$ cat src/rtl/dff_mem_arbiter_if.sv
// Requester and RAM-side bus bundle for dff_mem_arbiter.
// Two requester ports (a_*, b_*) plus the single RAM access port (mem_*).
interface dff_mem_arbiter_if #(
    parameter int unsigned ADDR_W = 4,
    parameter int unsigned DATA_W = 8
);
    logic              a_req;
    logic              a_we;
    logic [ADDR_W-1:0] a_addr;
    logic [DATA_W-1:0] a_wdata;
    logic              a_gnt;
    logic              a_rvalid;
    logic [DATA_W-1:0] a_rdata;

    logic              b_req;
    logic              b_we;
    logic [ADDR_W-1:0] b_addr;
    logic [DATA_W-1:0] b_wdata;
    logic              b_gnt;
    logic              b_rvalid;
    logic [DATA_W-1:0] b_rdata;

    logic              mem_ce_n;
    logic              mem_lr_n;
    logic [ADDR_W-1:0] mem_addr;
    logic [DATA_W-1:0] mem_wdata;
    logic [DATA_W-1:0] mem_rdata;

    // Arbiter side.
    modport slave (
        input  a_req, a_we, a_addr, a_wdata,
        output a_gnt, a_rvalid, a_rdata,
        input  b_req, b_we, b_addr, b_wdata,
        output b_gnt, b_rvalid, b_rdata,
        output mem_ce_n, mem_lr_n, mem_addr, mem_wdata,
        input  mem_rdata
    );

    // Requester / RAM side.
    modport master (
        output a_req, a_we, a_addr, a_wdata,
        input  a_gnt, a_rvalid, a_rdata,
        output b_req, b_we, b_addr, b_wdata,
        input  b_gnt, b_rvalid, b_rdata,
        input  mem_ce_n, mem_lr_n, mem_addr, mem_wdata,
        output mem_rdata
    );
endinterface

$ cat src/rtl/dff_mem_arbiter.sv
// Two-port arbiter/sequencer for the 16-byte DFF register-file RAM; all outputs registered.
// Define DFF_MEM_RR_EN for round-robin arbitration; otherwise fixed priority A over B.
module dff_mem_arbiter #(
    parameter int unsigned ADDR_W = 4,
    parameter int unsigned DATA_W = 8
) (
    input  logic                  clk,
    input  logic                  rst,
    dff_mem_arbiter_if.slave      bus,
    output logic                  busy
);
    typedef enum logic [1:0] {StIdle, StIssue, StRdWait, StDone} state_e;

    state_e            state_q, state_d;
    logic              owner_q, owner_d;  // 1 = B owns the current access
    logic              a_gnt_q, a_gnt_d, b_gnt_q, b_gnt_d;
    logic              a_rvalid_q, a_rvalid_d, b_rvalid_q, b_rvalid_d;
    logic [DATA_W-1:0] a_rdata_q, a_rdata_d, b_rdata_q, b_rdata_d;
    logic              ce_n_q, ce_n_d, lr_n_q, lr_n_d;
    logic [ADDR_W-1:0] addr_q, addr_d;
    logic [DATA_W-1:0] wdata_q, wdata_d;
    logic              busy_q, busy_d;
    logic              pick_b;
    logic              win_we;

`ifdef DFF_MEM_RR_EN
    logic prio_b_q, prio_b_d;  // 1 = B wins a tie

    assign pick_b = bus.b_req & (~bus.a_req | prio_b_q);

    always_ff @(posedge clk or posedge rst) begin
        if (rst) prio_b_q <= 1'b0;
        else     prio_b_q <= prio_b_d;
    end

    always_comb begin
        prio_b_d = prio_b_q;
        if (state_q == StIdle && (bus.a_req || bus.b_req)) prio_b_d = ~pick_b;
    end
`else
    assign pick_b = bus.b_req & ~bus.a_req;
`endif

    assign win_we = pick_b ? bus.b_we : bus.a_we;

    always_comb begin
        state_d    = state_q;
        owner_d    = owner_q;
        a_gnt_d    = 1'b0;
        b_gnt_d    = 1'b0;
        a_rvalid_d = 1'b0;
        b_rvalid_d = 1'b0;
        a_rdata_d  = a_rdata_q;
        b_rdata_d  = b_rdata_q;
        ce_n_d     = 1'b1;
        lr_n_d     = 1'b1;
        addr_d     = addr_q;
        wdata_d    = wdata_q;
        unique case (state_q)
            StIdle: begin
                if (bus.a_req || bus.b_req) begin
                    owner_d = pick_b;
                    addr_d  = pick_b ? bus.b_addr : bus.a_addr;
                    wdata_d = pick_b ? bus.b_wdata : bus.a_wdata;
                    lr_n_d  = ~win_we;
                    ce_n_d  = win_we;
                    a_gnt_d = ~pick_b;
                    b_gnt_d = pick_b;
                    state_d = StIssue;
                end
            end
            // lr_n_q low here marks the current access as a write.
            StIssue:  state_d = lr_n_q ? StRdWait : StIdle;
            StRdWait: begin
                if (owner_q) begin
                    b_rdata_d  = bus.mem_rdata;
                    b_rvalid_d = 1'b1;
                end else begin
                    a_rdata_d  = bus.mem_rdata;
                    a_rvalid_d = 1'b1;
                end
                state_d = StDone;
            end
            StDone:   state_d = StIdle;
            default:  state_d = StIdle;
        endcase
        busy_d = (state_d != StIdle);
    end

    always_ff @(posedge clk or posedge rst) begin
        if (rst) begin
            state_q    <= StIdle;
            owner_q    <= 1'b0;
            a_gnt_q    <= 1'b0;
            b_gnt_q    <= 1'b0;
            a_rvalid_q <= 1'b0;
            b_rvalid_q <= 1'b0;
            a_rdata_q  <= '0;
            b_rdata_q  <= '0;
            ce_n_q     <= 1'b1;
            lr_n_q     <= 1'b1;
            addr_q     <= '0;
            wdata_q    <= '0;
            busy_q     <= 1'b0;
        end else begin
            state_q    <= state_d;
            owner_q    <= owner_d;
            a_gnt_q    <= a_gnt_d;
            b_gnt_q    <= b_gnt_d;
            a_rvalid_q <= a_rvalid_d;
            b_rvalid_q <= b_rvalid_d;
            a_rdata_q  <= a_rdata_d;
            b_rdata_q  <= b_rdata_d;
            ce_n_q     <= ce_n_d;
            lr_n_q     <= lr_n_d;
            addr_q     <= addr_d;
            wdata_q    <= wdata_d;
            busy_q     <= busy_d;
        end
    end

    assign bus.a_gnt     = a_gnt_q;
    assign bus.b_gnt     = b_gnt_q;
    assign bus.a_rvalid  = a_rvalid_q;
    assign bus.b_rvalid  = b_rvalid_q;
    assign bus.a_rdata   = a_rdata_q;
    assign bus.b_rdata   = b_rdata_q;
    assign bus.mem_ce_n  = ce_n_q;
    assign bus.mem_lr_n  = lr_n_q;
    assign bus.mem_addr  = addr_q;
    assign bus.mem_wdata = wdata_q;
    assign busy          = busy_q;
endmodule

$ cat src/flat_wrapper.sv
// flat-port wrapper written by rule: the top's interface ports become plain ports
module dff_mem_arbiter_flat 
#(
    parameter int unsigned ADDR_W = 4,
    parameter int unsigned DATA_W = 8
)
  (clk, rst, busy, bus_a_req, bus_a_we, bus_a_addr, bus_a_wdata, bus_a_gnt, bus_a_rvalid, bus_a_rdata, bus_b_req, bus_b_we, bus_b_addr, bus_b_wdata, bus_b_gnt, bus_b_rvalid, bus_b_rdata, bus_mem_ce_n, bus_mem_lr_n, bus_mem_addr, bus_mem_wdata, bus_mem_rdata);
  dff_mem_arbiter_if #(.ADDR_W(ADDR_W), .DATA_W(DATA_W)) bus_i ();
  input  logic clk;
  input  logic rst;
  output logic busy;
  input wire logic [$bits(bus_i.a_req)-1:0] bus_a_req;
  input wire logic [$bits(bus_i.a_we)-1:0] bus_a_we;
  input wire logic [$bits(bus_i.a_addr)-1:0] bus_a_addr;
  input wire logic [$bits(bus_i.a_wdata)-1:0] bus_a_wdata;
  output wire logic [$bits(bus_i.a_gnt)-1:0] bus_a_gnt;
  output wire logic [$bits(bus_i.a_rvalid)-1:0] bus_a_rvalid;
  output wire logic [$bits(bus_i.a_rdata)-1:0] bus_a_rdata;
  input wire logic [$bits(bus_i.b_req)-1:0] bus_b_req;
  input wire logic [$bits(bus_i.b_we)-1:0] bus_b_we;
  input wire logic [$bits(bus_i.b_addr)-1:0] bus_b_addr;
  input wire logic [$bits(bus_i.b_wdata)-1:0] bus_b_wdata;
  output wire logic [$bits(bus_i.b_gnt)-1:0] bus_b_gnt;
  output wire logic [$bits(bus_i.b_rvalid)-1:0] bus_b_rvalid;
  output wire logic [$bits(bus_i.b_rdata)-1:0] bus_b_rdata;
  output wire logic [$bits(bus_i.mem_ce_n)-1:0] bus_mem_ce_n;
  output wire logic [$bits(bus_i.mem_lr_n)-1:0] bus_mem_lr_n;
  output wire logic [$bits(bus_i.mem_addr)-1:0] bus_mem_addr;
  output wire logic [$bits(bus_i.mem_wdata)-1:0] bus_mem_wdata;
  input wire logic [$bits(bus_i.mem_rdata)-1:0] bus_mem_rdata;
  assign bus_i.a_req = bus_a_req;
  assign bus_i.a_we = bus_a_we;
  assign bus_i.a_addr = bus_a_addr;
  assign bus_i.a_wdata = bus_a_wdata;
  assign bus_a_gnt = bus_i.a_gnt;
  assign bus_a_rvalid = bus_i.a_rvalid;
  assign bus_a_rdata = bus_i.a_rdata;
  assign bus_i.b_req = bus_b_req;
  assign bus_i.b_we = bus_b_we;
  assign bus_i.b_addr = bus_b_addr;
  assign bus_i.b_wdata = bus_b_wdata;
  assign bus_b_gnt = bus_i.b_gnt;
  assign bus_b_rvalid = bus_i.b_rvalid;
  assign bus_b_rdata = bus_i.b_rdata;
  assign bus_mem_ce_n = bus_i.mem_ce_n;
  assign bus_mem_lr_n = bus_i.mem_lr_n;
  assign bus_mem_addr = bus_i.mem_addr;
  assign bus_mem_wdata = bus_i.mem_wdata;
  assign bus_i.mem_rdata = bus_mem_rdata;
  dff_mem_arbiter #(.ADDR_W(ADDR_W), .DATA_W(DATA_W)) u_core (.clk(clk), .rst(rst), .bus(bus_i), .busy(busy));
endmodule
$ cat config.mk
export PLATFORM = sky130hd
export DESIGN_NAME = dff_mem_arbiter_flat
export DESIGN_NICKNAME = d
export VERILOG_FILES = /design/src/rtl/dff_mem_arbiter_if.sv /design/src/rtl/dff_mem_arbiter.sv /design/src/flat_wrapper.sv
export SDC_FILE = /design/constraint.sdc
export NUM_CORES = 1
export LEC_CHECK = 0
export CAP_MARGIN = 40
export CORE_ASPECT_RATIO = 1.25
export CORE_MARGIN = 2
export CORE_UTILIZATION = 40
export DETAILED_ROUTE_END_ITERATION = 16
export PLACE_DENSITY = 0.83
export SLEW_MARGIN = 20
export SYNTH_ARGS = -nofsm -noshare
export SYNTH_HDL_FRONTEND = slang
export SYNTH_SLANG_ARGS = --single-unit
$ cat constraint.sdc
create_clock -name clk -period 1.8 [get_ports clk]
set_input_delay 0.45 -clock clk [delete_from_list [all_inputs] [get_ports clk]]
set_output_delay 0.45 -clock clk [all_outputs]
set_load 0.02 [all_outputs]
==> impl_metrics.csv <==
group,metric,value,unit
run_status,status,"finished, final reports clean",
sta,fmax,0.5825,GHz
worst_setup_path,worstPathArrival,1.27,ns
grt,grt_use_total,16.87,%
synthesis,synth.distinct_cells,20,
placed_design,port_buffers,72,
cts,clk_pin_slew,0.07,ns
grt,grt_max_degree,39,
worst_setup_path,path_class,"flip-flop to output port",
worst_setup_path,end_kind,"output port",
cells_and_area,fillCellCount,289,
synthesis,synthesis.nets,137,
detailed_routing,vias,1090,
die,die_w,59.98,µm
cells_and_area,multi_input_area,589.3,µm²
detailed_routing,first_pass_iters,4,
cts,cts.sinks,38,
sta,finalSetupViolCount,0,
sta,fin_skew,0.002375,ns
die,core,3785,µm²
worst_setup_path,crit_fanout,2,
sta,finalSetupTns,0,ns
worst_setup_path,required,1.35,ns
min_path,hp-start,"u_core.state_q[1]",
synthesis,synth-seq-cells,38,
cells_and_area,utilization,67.21,%
detailed_routing,antenna_left,0,
worst_setup_path,crit_path_top_delay_cell,"clkdlybuf4s50_1",
power_and_ir_drop,p_int,3043,µW
cells_and_area,ff_latch_area,953.4,µm²
cts,cts_resized,2,
worst_setup_path,crit_buf_inv,1,
power_and_ir_drop,total_power,4489,µW
cells_and_area,areaGrowthSynthToFinish,62.38,%
cells_and_area,layout_commonest_cell,"clkdlybuf4s50_1",
die,die_h,73.97,µm
worst_setup_path,r2r-start,"u_core.state_q[0]",
cts,clockBufferDepth,2,
synthesis,postSynthAreaPerCell,15.82,µm²
cts,htreeDepth,2,
synthesis,netlist_area,1567,µm²
cts,clock_latency,0.29,ns
power_and_ir_drop,pwr-share-comb,47.1,%
grt,grt-ovfl-total,0,
min_path,min_path_cells,1,
sta,fin_crit_sh,95.37,%
cts,cts_root_buffer,"clkbuf_8",
worst_setup_path,start_kind,"flip-flop",
die,die_area,4436,µm²
sta,hold_ws,0.5008,ns
worst_setup_path,rrSetupSlack,0.27,ns
worst_setup_path,timing.rr.end,"u_core.bus.a_rdata[5]",
detailed_routing,viasPerCell,4.580,
cells_and_area,final_cell_mix,"70 x clkdlybuf4s50_1, 36 x dfrtp_1, 32 x mux2_2, 8 x mux2_4",
run,drv_cap,0,
sta,rsz0062_at_grt,"false",
synthesis,synth_seq_area_share,60.86,%
sta,slew_violations,0,
power_and_ir_drop,p_clk_share,19.7,%
die,rows,25,
cts,postCtsSetupRepairBufs,0,
die,start_util,41.39,%
cts,hold_buffers,0,
sta,worst_slew_pin_slew,0.4791,ns
worst_setup_path,slowest_delay,0.62,ns
cells_and_area,final_area,2544,µm²
cells_and_area,drive_above_1_share,33.15,%
placed_design,dpl_cell_area,2404,µm²
worst_setup_path,critical-path-top-delay-family,"buffers and inverters",
sta,slew_headroom,67.97,%
detailed_routing,drt_iter0_markers,19,
power_and_ir_drop,pwr-share-seq,33.3,%
min_path,hold_path_end,"u_core.bus.b_gnt",
placed_design,gp_congestion,0.7099,
synthesis,yosysWarningCount,0,
sta,fin_crit,1.717,ns
cts,numCtsBuffers,5,
cells_and_area,diodes,0,
sta,finalHoldViolations,0,
power_and_ir_drop,ir_drop,0.0008674,V
detailed_routing,wirelength,3378,µm
cells_and_area,nets,221,
detailed_routing,drc,0,
detailed_routing,wl_per_cell,14.19,µm
die,io-pin-count,73,
power_and_ir_drop,p_per_area,1765,nW/µm²
cts,cts_tree,"yes",
placed_design,dp_hpwl,2667,µm
synthesis,postSynthCellCount,99,
worst_setup_path,cp_cell_sequence,"clkdlybuf4s50_1",
power_and_ir_drop,p_sw,1446,µW
grt,grt_pass1_wl,5451,µm
worst_setup_path,reg2regPathDepth,3,
power_and_ir_drop,switching_share,32.22,%
power_and_ir_drop,p_leak,0.001102,µW
grt,first_global_vias,1159,
min_path,min_path_type,"flip-flop to flip-flop",
grt,grt_antenna_before_repair,0,
## state kept, by name (all words and copies together), names as in the netlist
register	count
u_core.bus.b_rdata	8
u_core.bus.a_rvalid	1
u_core.bus.a_gnt	1
u_core.owner_q	1
u_core.bus.b_gnt	1
u_core.busy	1
u_core.state_q	2
u_core.bus.mem_addr	4
u_core.bus.mem_wdata	8
u_core.bus.a_rdata	8
u_core.bus.mem_lr_n	1
u_core.bus.b_rvalid	1
u_core.bus.mem_ce_n	1
## worst max path at each step
stage | from | to | slack (ns) | cells past startpoint
after global placement | bus_a_req | u_core.bus.mem_wdata[6] | -0.13 | 4
after detailed placement | bus_b_req | u_core.bus.mem_wdata[5] | -0.18 | 4
after floorplan | bus_b_req | u_core.bus.mem_addr[0] | 0.39 | 3
after CTS | u_core.bus.a_rdata[1] | bus_a_rdata[1] | 0.06 | 1
final | u_core.bus.a_rdata[1] | bus_a_rdata[1] | 0.08 | 1
after global routing | u_core.bus.a_rdata[1] | bus_a_rdata[1] | 0.04 | 1
## power by group through the flow
stage | sequential, µW | combinational [µW] | clock, µW
floorplan | 1950 | 651 | 0
global placement | 1490 | 2090 | 0
detailed placement | 1510 | 2140 | 0
CTS | 1500 | 2140 | 900
global route | 1540 | 2260 | 937
finish | 1490 | 2110 | 884
## final cells by class
cell class | count | share of cell area (%)
inverter | 2 | 0.2951
clock buffer | 6 | 3.246
clock inverter | 2 | 2.361
multi-input combinational | 57 | 23.17
tap | 54 | 2.656
sequential | 38 | 37.48
timing repair buffer | 79 | 30.79
## synthesized netlist by cell type
cell type / count / area [µm²]
inv_1: 2 / 7.510
nand2_1: 2 / 7.510
nand3_1: 1 / 5.000
nor2_1: 2 / 7.510
mux2i_1: 1 / 10.01
mux2_2: 32 / 360.4
nand2b_4: 1 / 13.76
or2_2: 1 / 6.260
dfstp_2: 2 / 52.55
nor2_2: 1 / 6.260
buf_6: 1 / 11.26
a21oi_1: 1 / 5.000
buf_2: 1 / 5.000
dfrtp_1: 36 / 900.9
o21ai_2: 1 / 8.760
and2_1: 1 / 6.260
nand3b_1: 2 / 15.01
nor3_1: 1 / 5.000
mux2_4: 8 / 120.1
nand2b_1: 2 / 12.51
## metrics by stage
step	setup WS (ns)	instances
6_report	0.08330	238
5_1_grt	0.04339	238
3_5_place_dp	-0.1829	230
4_1_cts	0.06405	238
2_1_floorplan	0.3904	99
3_3_place_gp	-0.1301	230
## per-layer routing
layer	share of wire [%]	GRT usage [%]	up-vias
li1	-	-	516
met1	38	19.61	520
met2	53	28.14	48
met3	7.1	6.087	6
met4	1.9	6.667	0
met5	0	0	-
## kinds of logic after synthesis
logic type | after synthesis | synth area share [%]
compound gates | 2 | 0.8784
buf+inv | 4 | 1.517
mux | 41 | 31.31
flops | 38 | 60.86
simple gates | 14 | 5.431
(Power assumes the default switching activity.)
